File: src/rtl/pc_unit_if.sv
// Fetch/execute bundle of pc_unit: stall, resolve-stage redirects, interrupt
// controls in; pc, pc_plus4, epc, in_isr, flush out. slave = pc_unit side.
interface pc_unit_if #(
    parameter int WIDTH = 32
);
    logic             stall;
    logic [WIDTH-1:0] pc;
    logic [WIDTH-1:0] pc_plus4;
    logic [WIDTH-1:0] ex_pc;
    logic             br_en;
    logic             br_cond;
    logic [WIDTH-1:0] br_imm;
    logic             j_en;
    logic [25:0]      j_imm;
    logic             call_en;
    logic             jr_en;
    logic [WIDTH-1:0] jr_target;
    logic             ret_en;
    logic             int_req;
    logic             eret;
    logic [WIDTH-1:0] epc;
    logic             in_isr;
    logic             flush;

    modport master (
        output stall, ex_pc, br_en, br_cond, br_imm, j_en, j_imm,
        output call_en, jr_en, jr_target, ret_en, int_req, eret,
        input  pc, pc_plus4, epc, in_isr, flush
    );

    modport slave (
        input  stall, ex_pc, br_en, br_cond, br_imm, j_en, j_imm,
        input  call_en, jr_en, jr_target, ret_en, int_req, eret,
        output pc, pc_plus4, epc, in_isr, flush
    );
endinterface

File: src/rtl/pc_unit.sv
// Registered fetch PC with execute redirects, RUN/PEND/ISR interrupt FSM and EPC.
// Ports: clk, rst_n (async low), bus (pc_unit_if.slave). Optional RAS: PC_RAS_EN.
module pc_unit #(
    parameter int               WIDTH        = 32,
    parameter logic [WIDTH-1:0] RESET_VECTOR = WIDTH'(32'h0000_0000),
    parameter logic [WIDTH-1:0] INT_VECTOR   = WIDTH'(32'h0000_0080),
    parameter int               RAS_DEPTH    = 4
) (
    input logic      clk,
    input logic      rst_n,
    pc_unit_if.slave bus
);
    typedef enum logic [1:0] {
        S_RUN,
        S_PEND,
        S_ISR
    } state_e;

    state_e           state_q, state_d;
    logic [WIDTH-1:0] pc_q, pc_d;
    logic [WIDTH-1:0] epc_q, epc_d;
    logic [WIDTH-1:0] pc4;
    logic [WIDTH-1:0] ex_pc4;
    logic [WIDTH-1:0] br_tgt;
    logic [WIDTH-1:0] j_tgt;
    logic [WIDTH-1:0] jr_tgt;
    logic [WIDTH-1:0] low_nxt;
    logic             br_take;
    logic             int_take;
    logic             eret_take;

    assign pc4       = pc_q + WIDTH'(4);
    assign ex_pc4    = bus.ex_pc + WIDTH'(4);
    assign br_tgt    = ex_pc4 + (bus.br_imm << 2);
    assign j_tgt     = {ex_pc4[WIDTH-1:28], bus.j_imm, 2'b00};
    assign br_take   = bus.br_en & bus.br_cond;
    assign int_take  = (state_q == S_PEND) & ~bus.stall;
    assign eret_take = (state_q == S_ISR) & bus.eret;

`ifdef PC_RAS_EN
    localparam int PW = $clog2(RAS_DEPTH);
    localparam logic [PW:0] FULL = (PW+1)'(RAS_DEPTH);

    logic [WIDTH-1:0] ras_q [RAS_DEPTH];
    logic [PW-1:0]    sp_q, sp_d;
    logic [PW:0]      cnt_q, cnt_d;
    logic             ras_hit;
    logic             push;
    logic             pop;

    // sp_q points at the next free slot; pushing past full wraps onto
    // the oldest entry, which is what makes the stack circular.
    assign ras_hit = bus.jr_en & bus.ret_en & (cnt_q != '0);
    assign jr_tgt  = ras_hit ? ras_q[sp_q - PW'(1)] : bus.jr_target;
    // A discarded jr/j (eret wins) must not touch the stack.
    assign push    = bus.j_en & bus.call_en & ~bus.jr_en & ~eret_take;
    assign pop     = ras_hit & ~eret_take;

    always_comb begin
        sp_d  = sp_q;
        cnt_d = cnt_q;
        if (push) begin
            sp_d  = sp_q + PW'(1);
            cnt_d = (cnt_q == FULL) ? cnt_q : cnt_q + (PW+1)'(1);
        end else if (pop) begin
            sp_d  = sp_q - PW'(1);
            cnt_d = cnt_q - (PW+1)'(1);
        end
    end

    always_ff @(posedge clk or negedge rst_n) begin
        if (!rst_n) begin
            sp_q  <= '0;
            cnt_q <= '0;
        end else begin
            sp_q  <= sp_d;
            cnt_q <= cnt_d;
        end
    end

    always_ff @(posedge clk) begin
        if (push) ras_q[sp_q] <= ex_pc4;
    end
`else
    logic unused_ras;

    assign jr_tgt     = bus.jr_target;
    assign unused_ras = ^{bus.call_en, bus.ret_en, RAS_DEPTH[0]};
`endif

    // Choice made when neither the interrupt nor eret wins; also the
    // value saved into epc when an interrupt is taken.
    always_comb begin
        low_nxt = pc_q;
        priority case (1'b1)
            bus.jr_en: low_nxt = jr_tgt;
            bus.j_en:  low_nxt = j_tgt;
            br_take:   low_nxt = br_tgt;
            default:   low_nxt = bus.stall ? pc_q : pc4;
        endcase
    end

    always_comb begin
        pc_d = low_nxt;
        priority case (1'b1)
            int_take:  pc_d = INT_VECTOR;
            eret_take: pc_d = epc_q;
            default:   pc_d = low_nxt;
        endcase
    end

    assign epc_d = int_take ? low_nxt : epc_q;

    always_comb begin
        state_d = state_q;
        unique case (state_q)
            S_RUN:   if (bus.int_req) state_d = S_PEND;
            S_PEND:  if (!bus.stall) state_d = S_ISR;
            S_ISR:   if (bus.eret) state_d = S_RUN;
            default: state_d = S_RUN;
        endcase
    end

    always_ff @(posedge clk or negedge rst_n) begin
        if (!rst_n) begin
            pc_q    <= RESET_VECTOR;
            epc_q   <= '0;
            state_q <= S_RUN;
        end else begin
            pc_q    <= pc_d;
            epc_q   <= epc_d;
            state_q <= state_d;
        end
    end

    assign bus.pc       = pc_q;
    assign bus.pc_plus4 = pc4;
    assign bus.epc      = epc_q;
    assign bus.in_isr   = (state_q == S_ISR);
    assign bus.flush    = int_take | eret_take | bus.jr_en | bus.j_en | br_take;
endmodule

File: src/flat_wrapper.sv
// flat-port wrapper written by rule: the top's interface ports become plain ports
module pc_unit_flat 
#(
    parameter int               WIDTH        = 32,
    parameter logic [WIDTH-1:0] RESET_VECTOR = WIDTH'(32'h0000_0000),
    parameter logic [WIDTH-1:0] INT_VECTOR   = WIDTH'(32'h0000_0080),
    parameter int               RAS_DEPTH    = 4
)
  (clk, rst_n, bus_stall, bus_ex_pc, bus_br_en, bus_br_cond, bus_br_imm, bus_j_en, bus_j_imm, bus_call_en, bus_jr_en, bus_jr_target, bus_ret_en, bus_int_req, bus_eret, bus_pc, bus_pc_plus4, bus_epc, bus_in_isr, bus_flush);
  pc_unit_if #(.WIDTH(WIDTH)) bus_i ();
  input logic clk;
  input logic rst_n;
  input wire logic [$bits(bus_i.stall)-1:0] bus_stall;
  input wire logic [$bits(bus_i.ex_pc)-1:0] bus_ex_pc;
  input wire logic [$bits(bus_i.br_en)-1:0] bus_br_en;
  input wire logic [$bits(bus_i.br_cond)-1:0] bus_br_cond;
  input wire logic [$bits(bus_i.br_imm)-1:0] bus_br_imm;
  input wire logic [$bits(bus_i.j_en)-1:0] bus_j_en;
  input wire logic [$bits(bus_i.j_imm)-1:0] bus_j_imm;
  input wire logic [$bits(bus_i.call_en)-1:0] bus_call_en;
  input wire logic [$bits(bus_i.jr_en)-1:0] bus_jr_en;
  input wire logic [$bits(bus_i.jr_target)-1:0] bus_jr_target;
  input wire logic [$bits(bus_i.ret_en)-1:0] bus_ret_en;
  input wire logic [$bits(bus_i.int_req)-1:0] bus_int_req;
  input wire logic [$bits(bus_i.eret)-1:0] bus_eret;
  output wire logic [$bits(bus_i.pc)-1:0] bus_pc;
  output wire logic [$bits(bus_i.pc_plus4)-1:0] bus_pc_plus4;
  output wire logic [$bits(bus_i.epc)-1:0] bus_epc;
  output wire logic [$bits(bus_i.in_isr)-1:0] bus_in_isr;
  output wire logic [$bits(bus_i.flush)-1:0] bus_flush;
  assign bus_i.stall = bus_stall;
  assign bus_i.ex_pc = bus_ex_pc;
  assign bus_i.br_en = bus_br_en;
  assign bus_i.br_cond = bus_br_cond;
  assign bus_i.br_imm = bus_br_imm;
  assign bus_i.j_en = bus_j_en;
  assign bus_i.j_imm = bus_j_imm;
  assign bus_i.call_en = bus_call_en;
  assign bus_i.jr_en = bus_jr_en;
  assign bus_i.jr_target = bus_jr_target;
  assign bus_i.ret_en = bus_ret_en;
  assign bus_i.int_req = bus_int_req;
  assign bus_i.eret = bus_eret;
  assign bus_pc = bus_i.pc;
  assign bus_pc_plus4 = bus_i.pc_plus4;
  assign bus_epc = bus_i.epc;
  assign bus_in_isr = bus_i.in_isr;
  assign bus_flush = bus_i.flush;
  pc_unit #(.WIDTH(WIDTH), .RESET_VECTOR(RESET_VECTOR), .INT_VECTOR(INT_VECTOR), .RAS_DEPTH(RAS_DEPTH)) u_core (.clk(clk), .rst_n(rst_n), .bus(bus_i));
endmodule
File: config.mk
export PLATFORM = sky130hd
export DESIGN_NAME = pc_unit_flat
export DESIGN_NICKNAME = d
export VERILOG_FILES = /design/src/rtl/pc_unit_if.sv /design/src/rtl/pc_unit.sv /design/src/flat_wrapper.sv
export SDC_FILE = /design/constraint.sdc
export NUM_CORES = 1
export LEC_CHECK = 0
export CAP_MARGIN = 10
export CORE_MARGIN = 10
export CORE_UTILIZATION = 48
export CTS_BUF_LIST = sky130_fd_sc_hd__clkbuf_4
export DETAILED_ROUTE_END_ITERATION = 10
export HOLD_SLACK_MARGIN = 0.08
export PLACE_DENSITY_LB_ADDON = 0.15
export SYNTH_ARGS = -nofsm -noshare
export SYNTH_HDL_FRONTEND = slang
export SYNTH_SLANG_ARGS = --single-unit
File: constraint.sdc
create_clock -name clk -period 2.72 [get_ports clk]
set_input_delay 0.544 -clock clk [delete_from_list [all_inputs] [get_ports clk]]
set_output_delay 0.544 -clock clk [all_outputs]
set_load 0.05 [all_outputs]
==> impl_metrics.env, run 1 <==
export IMPL_outcome="stopped before the end"
export IMPL_lastStage="global routing (5_1_grt)"
export IMPL_error="[ERROR GRT-0232] Routing congestion too high. Check the congestion heatmap in the GUI."
export IMPL_synth_most_common_cell="nand2_1"
export IMPL_synth_top_area_share_pct=24.3
export IMPL_synth_yosys_seq_area_share_pct=24.3
export IMPL_ctsHoldBuffers=0
export IMPL_clock_path_buffers=2
export IMPL_netlist_top_cells_count="nand2_1, nor2_1, dfrtp_1"
export IMPL_ys_warn_count=0
export IMPL_ctsHtreeMaxLevel=3
export IMPL_async_reset_ff_share_pct=100
export IMPL_port_buffer_count=226
export IMPL_dp_hpwl_um=25600
export IMPL_design_portCount=231
export IMPL_synth_largest_area_cell="dfrtp_1"
export IMPL_initial_utilization_pct=48.9
export IMPL_pre_cts_ws_ns=-1.52
export IMPL_place_gp_congestion=0.931
export IMPL_die_w_um=139
export IMPL_clock_sinks=66
export IMPL_netlist_instances=900
export IMPL_grt_worst_endpoint="u_core.bus.epc[29]$_DFFE_PN0P_/D"
export IMPL_ys_flop_type="dfrtp_1"
export IMPL_syn_num_nets=1070
export IMPL_ys_seq_elements=66
export IMPL_num_rows=43
export IMPL_die_h_um=139
export IMPL_grt_max_degree=41
export IMPL_synth_edf_count=0
export IMPL_antenna_found_initial=11
export IMPL_yosys_top_cells_area="dfrtp_1, nand2_1, xnor2_1, ha_1, xor2_1"
export IMPL_worst_path_end_type="sequential cell input"
export IMPL_overflow=7
export IMPL_ctsRootBufferMaster="clkbuf_4"
export IMPL_synth_cell_types=75
export IMPL_avgSynthCellArea_um2=7.55
export IMPL_grt_util_all_layers_pct=67.7
export IMPL_cts_buffers=9
export IMPL_synth_area_um2=6790
==> through the flow <==
stage | TNS (ns) | hold slack (ns) | util [%] | cell area, µm² | instances
CTS | -9.14 | 0.111 | 88.3 | 12300 | 1506
detailed placement | -60.88 | 0.493 | 80.9 | 11200 | 1453
global placement | -56.29 | 0.471 | 80.9 | 11200 | 1453
floorplan | -11.93 | 0.248 | - | 7210 | 900
==> metal layers <==
| metal | track usage, % | GRT overflow |
|---|---|---|
| met1 | 63.3 | 0 |
| met2 | 82.9 | 4 |
| met3 | 57.8 | 1 |
| met4 | 70.2 | 2 |
| met5 | 30.6 | 0 |
==> cells by family after synthesis <==
kind of cell,synth area share (%)
xor gates and xnor gates,11.9
buffers and inverters,3.76
adders and majority gates,6.93
muxes,1.51
DFF,24.3
and+or+nand+nor,27.1
AOI/OAI and AO/OA,24.5
==> timing repair <==
action,4_1_cts
resized for setup,221
buffers inserted,38
setup endpoints to repair,71
pin swaps,101
==> run 2, diff against run 1 <==
--- a/config.mk
+++ b/config.mk
@@ -7,10 +7,8 @@
 export LEC_CHECK = 0
 export CAP_MARGIN = 10
 export CORE_MARGIN = 10
-export CORE_UTILIZATION = 48
-export CTS_BUF_LIST = sky130_fd_sc_hd__clkbuf_4
+export CORE_UTILIZATION = 40
 export DETAILED_ROUTE_END_ITERATION = 10
-export HOLD_SLACK_MARGIN = 0.08
 export PLACE_DENSITY_LB_ADDON = 0.15
 export SYNTH_ARGS = -nofsm -noshare
 export SYNTH_HDL_FRONTEND = slang
==> run 2 against run 1 <==
  * The flow now finishes, with violations (setup timing)
  * Area after synthesis stayed put
  * Synthesized cell count stayed put
==> impl_metrics.env, run 2 <==
export IMPL_antenna_found_initial=0
export IMPL_drc=0
export IMPL_place_gp_congestion=0.957
export IMPL_maxSlewViolCount=0
export IMPL_critPathRequiredTime_ns=2.95
export IMPL_fillerInstances=1154
export IMPL_synth_top_area_share_pct=24.3
export IMPL_port_buffer_count=226
export IMPL_synth_edf_count=0
export IMPL_utilization_pct=78.5
export IMPL_r2r_setup_slack_ns=0.35
export IMPL_design_portCount=231
export IMPL_netlist_instances=900
export IMPL_cp_num_cells=15
export IMPL_rsz0062_at_grt="yes"
export IMPL_critical_path_class="primary input to register"
export IMPL_grt_pass1_vias=8941
export IMPL_critPathMaxFanout=4
export IMPL_num_rows=47
export IMPL_avgSynthCellArea_um2=7.55
export IMPL_tritoncts="done"
export IMPL_outcome="complete, but fails checks"
export IMPL_grt_pass1_wl_um=47700
export IMPL_layout_commonest_cell="buf_4"
export IMPL_leakagePower_nw=5.55
export IMPL_powerDensity_nw_per_um2=671
export IMPL_period_share_pct=122
export IMPL_clock_path_buffers=2
export IMPL_syn_num_nets=1070
export IMPL_synth_cell_types=75
export IMPL_ir_worst_vdd_v=0.000768
export IMPL_routed_wl_um=31600
export IMPL_post_place_cells=1496
export IMPL_ff2ff_path_depth=10
export IMPL_fin_nets=1500
export IMPL_setup_slack_ns=-0.605
export IMPL_ctsHoldBuffers=0
export IMPL_ys_warn_count=0
export IMPL_cp_buffers_inverters=1
export IMPL_cp_top_family="compound AO/OA/AOI/OAI gates"
export IMPL_insertedDiodeCount=0
export IMPL_clock_sinks=66
export IMPL_synth_most_common_cell="nand2_1"
export IMPL_drv_cap=0
export IMPL_synth_area_um2=6790
export IMPL_cp_start_kind="primary input"
export IMPL_violations="setup timing"
export IMPL_critical_path_arrival_ns=3.55
export IMPL_finalSetupViolCount=41
export IMPL_routedWlPerCell_um=20.3
export IMPL_end_kind="register"
export IMPL_ctsRootBufferMaster="clkbuf_16"
export IMPL_final_cell_mix="buf_4, clkdlybuf4s50_1, nand2_1, dfrtp_1, nor2_1"
export IMPL_die_w_um=150
export IMPL_grt_util_all_layers_pct=26.5
export IMPL_clkLatencyLatePin_ns=0.34
export IMPL_post_drt_via_cell_ratio=5.63
export IMPL_dr_total_vias=8760
export IMPL_initial_utilization_pct=40.8
export IMPL_hp_class="primary input to asynchronous set/reset pin"
export IMPL_async_reset_ff_share_pct=100
export IMPL_fin_cells=1555
export IMPL_fmax_mhz=301
export IMPL_netlist_top_cells_count="nand2_1, nor2_1, dfrtp_1"
export IMPL_core_area_um2=16600
export IMPL_overflow=0
export IMPL_ys_seq_elements=66
export IMPL_first_pass_iters=5
export IMPL_yosys_top_cells_area="dfrtp_1, nand2_1, xnor2_1, ha_1, xor2_1"
export IMPL_synthToLayoutAreaGrowth_pct=92.4
export IMPL_worst_pin_slew_ns=0.885
export IMPL_drtIter0Drc=542
export IMPL_max_stage_delay_ns=0.43
export IMPL_die_h_um=150
export IMPL_finalClockSkew_ns=0.00474
export IMPL_ant_nets=0
export IMPL_max_slew_margin_rel_pct=41.0
export IMPL_hold_viol_final=0
export IMPL_synth_yosys_seq_area_share_pct=24.3
export IMPL_ys_flop_type="dfrtp_1"
export IMPL_dieArea_um2=22600
export IMPL_critical_path_slowest_cell="or3_4"
export IMPL_final_layout_size_suffix_gt1_share_pct=38.5
export IMPL_dp_hpwl_um=24300
export IMPL_clkTransAtPathRegs_ns=0.06
export IMPL_ctsHtreeMaxLevel=3
export IMPL_cts_buffers=9
export IMPL_period_needed_ns=3.32
export IMPL_path_cells="buf_6 > nand4_1 > or3_4 > or2_4 > nor2_2 > xor2_1 > ha_1 > a21oi_2 > o21ai_2 > o32ai_2 > a31oi_4 > a221o_1 > o21ai_1 > nand2_1 > o31ai_1"
export IMPL_synth_largest_area_cell="dfrtp_1"
export IMPL_grt_max_degree=39
==> run 2: cell counts after synthesis <==
No cell type changed its count.
==> run 2: layout make-up <==
class                           instances  area, µm²  area share, %
Clock buffer                            9        225           1.72
Clock inverter                          7       93.8          0.718
Inverter                               17       63.8          0.488
Multi-Input combinational cell        769       6270           48.0
Sequential cell                        66       1660           12.7
Tap cell                              220        275           2.11
Timing Repair Buffer                  467       4480           34.2
==> run 2: timing repair <==
action | 4_1_cts | 5_1_grt
buffers inserted | 33 | 23
setup endpoints to repair | 64 | 59
pin swaps | 118 | 87
endpoints found under the hold margin | 0 | 0
gates resized for setup | 215 | 105
==> run 2: stage by stage <==
step	instance area [µm²]	setup WS [ns]	TNS [ns]	power (mW)	hold WS [ns]
4_1_cts	12400	-0.526	-14.06	8.57	0.362
3_3_place_gp	11300	-1.35	-56.31	7.03	0.469
2_1_floorplan	7210	-0.522	-11.93	4.73	0.248
3_5_place_dp	11300	-1.37	-58.65	7.07	0.482
6_report	13100	-0.605	-16.60	8.77	0.328
5_1_grt	13100	-0.812	-22.08	9.16	0.399
==> run 2: path summary, 6_finish.rpt <==
| check | startpoint | to |
|---|---|---|
| worst min register to register | u_core.state_q[1] | u_core.state_q[0] |
| worst max-delay path | bus_ex_pc[9] | u_core.bus.epc[31] |
| worst min-delay path | rst_n | u_core.bus.epc[29] |
| worst max register to register | u_core.bus.pc[3] | u_core.bus.pc[12] |
| max in group asynchronous | rst_n | u_core.bus.epc[30] |
| min in group clk | u_core.state_q[1] | u_core.state_q[0] |
==> run 2: cells by family (layout without fill, tap and decap cells) <==
| family | count (synthesis) | count (layout) | share of synthesized area, % |
|---|---|---|---|
| AOI/OAI and AO/OA | 261 | 261 | 24.5 |
| muxes | 10 | 10 | 1.51 |
| adders and majority gates | 37 | 37 | 6.93 |
| DFF | 66 | 66 | 24.3 |
| buffers and inverters | 65 | 500 | 3.76 |
| xor gates and xnor gates | 92 | 92 | 11.9 |
| and+or+nand+nor | 369 | 369 | 27.1 |
==> run 2: metal layers <==
metal | wire length, µm | vias to the layer above | track usage [%]
met2 | 15800 | 369 | 46.3
met1 | 12100 | 4177 | 30.9
met4 | 865 | 0 | 8.31
li1 | - | 4150 | -
met3 | 2810 | 64 | 6.99
met5 | 0 | - | 0
==> run 2: power breakdown <==
part / internal, mW / switching (mW) / total (mW)
Combinational: 2.33 / 3.48 / 5.80
Clock: 0.800 / 0.443 / 1.24
Sequential: 1.35 / 0.379 / 1.73
(Power assumes the default switching activity.)
==> run 3, diff against run 2 <==
--- a/config.mk
+++ b/config.mk
@@ -6,9 +6,9 @@
 export NUM_CORES = 1
 export LEC_CHECK = 0
 export CAP_MARGIN = 10
-export CORE_MARGIN = 10
 export CORE_UTILIZATION = 40
 export DETAILED_ROUTE_END_ITERATION = 10
+export HOLD_SLACK_MARGIN = 0.06
 export PLACE_DENSITY_LB_ADDON = 0.15
 export SYNTH_ARGS = -nofsm -noshare
 export SYNTH_HDL_FRONTEND = slang
==> run 3 against run 2 <==
  * The run still ends with setup timing left
  * Routed wire length decreased by 4.9%
  * Combinational power shrank 1%
  * Sequential power is essentially flat
  * Global-route usage is 5.9 points higher
  * Utilization rose by 0.17 points
  * Clock-buffer cell count grew 5
  * Cell count unchanged
  * First-iteration DRC count up 16%
==> impl_metrics.env, run 3 (synthesis results as in run 2) <==
export IMPL_grt_max_degree=67
export IMPL_drc=0
export IMPL_ctsHtreeMaxLevel=3
export IMPL_final_cell_mix="buf_4, clkdlybuf4s50_1, nand2_1, dfrtp_1, nor2_1"
export IMPL_maxSlewViolCount=0
export IMPL_finalSetupViolCount=48
export IMPL_final_layout_size_suffix_gt1_share_pct=38.9
export IMPL_tritoncts="done"
export IMPL_die_w_um=132
export IMPL_cp_start_kind="primary input"
export IMPL_drtIter0Drc=629
export IMPL_max_stage_delay_ns=0.38
export IMPL_hp_class="primary input to asynchronous set/reset pin"
export IMPL_critical_path_arrival_ns=3.59
export IMPL_worst_pin_slew_ns=0.755
export IMPL_overflow=0
export IMPL_dr_total_vias=8948
export IMPL_clkTransAtPathRegs_ns=0.05
export IMPL_period_share_pct=123
export IMPL_critical_path_slowest_cell="or3_4"
export IMPL_fin_cells=1555
export IMPL_hold_viol_final=0
export IMPL_violations="setup timing"
export IMPL_routedWlPerCell_um=19.3
export IMPL_port_buffer_count=226
export IMPL_dieArea_um2=17500
export IMPL_synthToLayoutAreaGrowth_pct=92.2
export IMPL_leakagePower_nw=5.52
export IMPL_cp_common_cell="buf_6"
export IMPL_critical_path_class="primary input to register"
export IMPL_period_needed_ns=3.35
export IMPL_routed_wl_um=30000
export IMPL_ant_nets=0
export IMPL_critPathRequiredTime_ns=2.96
export IMPL_place_gp_congestion=0.955
export IMPL_post_drt_via_cell_ratio=5.75
export IMPL_first_pass_iters=5
export IMPL_clkLatencyLatePin_ns=0.34
export IMPL_initial_utilization_pct=41.0
export IMPL_clock_sinks=66
export IMPL_antenna_found_initial=0
export IMPL_outcome="complete, but fails checks"
export IMPL_utilization_pct=78.7
export IMPL_fmax_mhz=299
export IMPL_powerDensity_nw_per_um2=663
export IMPL_drv_cap=0
export IMPL_core_area_um2=16600
export IMPL_setup_slack_ns=-0.627
export IMPL_num_rows=47
export IMPL_end_kind="register"
export IMPL_finalClockSkew_ns=0.00727
export IMPL_ir_worst_vdd_v=0.000895
export IMPL_ctsRootBufferMaster="clkbuf_16"
export IMPL_die_h_um=132
export IMPL_clock_path_buffers=2
export IMPL_grt_util_all_layers_pct=32.4
export IMPL_rsz0062_at_grt="yes"
export IMPL_ctsHoldBuffers=0
export IMPL_path_cells="buf_6 > nand4_1 > buf_4 > or3_4 > buf_6 > nor2_4 > xor2_2 > ha_4 > and4_4 > a221oi_4 > buf_6 > a21o_1 > o31ai_2 > o31ai_1 > a222oi_1 > buf_4 > o21ai_0"
export IMPL_design_portCount=231
export IMPL_critPathMaxFanout=2
export IMPL_dp_hpwl_um=22300
export IMPL_grt_pass1_vias=8696
export IMPL_post_place_cells=1505
export IMPL_grt_pass1_wl_um=44800
export IMPL_cts_buffers=9
export IMPL_max_slew_margin_rel_pct=49.5
export IMPL_layout_commonest_cell="buf_4"
export IMPL_insertedDiodeCount=0
export IMPL_fin_nets=1500
[run 3: cell types whose count changed in the layout (fill, tap and decap cells not counted), sizes merged]
cell	previous run	this run
dlymetal6s2s	3	0
clkinv	3	1
clkdlybuf4s50	174	175
bufinv	2	1
clkinvlp	2	0
clkbuf	9	14
dlygate4sd2	10	13
buf	280	279
[run 3: layer usage]
metal | global-route usage, % | share of wire, % | up-vias
li1 | - | - | 4151
met1 | 38.3 | 38 | 4246
met4 | 8.30 | 3.1 | 0
met2 | 59.3 | 51 | 467
met5 | 0 | 0 | -
met3 | 6.57 | 8.1 | 84
[run 3: path summary, 6_finish.rpt]
check	slack, ns	from	endpoint	cells after the start
min reg2reg	0.48	u_core.state_q[1]	u_core.state_q[0]	1
max reg2reg	0.21	u_core.bus.pc[16]	u_core.bus.pc[27]	10
min in group clk	0.48	u_core.state_q[1]	u_core.state_q[0]	1
max in group asynchronous	2.19	rst_n	u_core.bus.pc[7]	2
min	0.21	rst_n	u_core.bus.epc[29]	2
max	-0.63	bus_ex_pc[9]	u_core.bus.pc[19]	17
[run 3: stage by stage]
stage | hold WS [ns] | power (mW) | setup TNS (ns) | setup slack [ns] | cell area (µm²)
floorplan | 0.248 | 4.73 | -11.93 | -0.522 | 7210
global placement | 0.477 | 6.98 | -55.88 | -1.33 | 11400
detailed placement | 0.493 | 7.02 | -58.79 | -1.40 | 11400
CTS | 0.234 | 8.39 | -15.24 | -0.552 | 12300
global route | 0.245 | 8.99 | -25.65 | -0.760 | 13100
finish | 0.211 | 8.65 | -19.03 | -0.627 | 13100
[run 3: where the power goes]
| part | leakage [nW] | internal (mW) | switching [mW] | total (mW) |
|---|---|---|---|---|
| combinational | 4.57 | 2.30 | 3.42 | 5.72 |
| clock | 0.153 | 0.783 | 0.417 | 1.20 |
| sequential | 0.796 | 1.35 | 0.384 | 1.73 |
| total | 5.52 | 4.43 | 4.22 | 8.65 |
[run 3: what timing repair did]
item | in CTS | in global routing
gates resized for setup | 190 | 129
buffers inserted | 20 | 20
setup endpoints to repair | 70 | 58
pin swaps | 93 | 94
[run 3: worst max-delay path, delay by kind of cell]
| family | cells | cell delay, ns |
|---|---|---|
| and+or+nand+nor | 4 | 0.80 |
| adders and majority gates | 1 | 0.24 |
| buffers and inverters | 5 | 0.73 |
| AOI/OAI and AO/OA | 6 | 1.05 |
| xor gates and xnor gates | 1 | 0.21 |
[run 3: final cells by class]
type / instances / area [µm²]
Timing Repair Buffer: 467 / 4460
Clock inverter: 2 / 35.0
Clock buffer: 14 / 274
Tap cell: 220 / 275
Fill cell: 1123 / 3530
Multi-Input combinational cell: 769 / 6280
Inverter: 17 / 63.8
Sequential cell: 66 / 1660
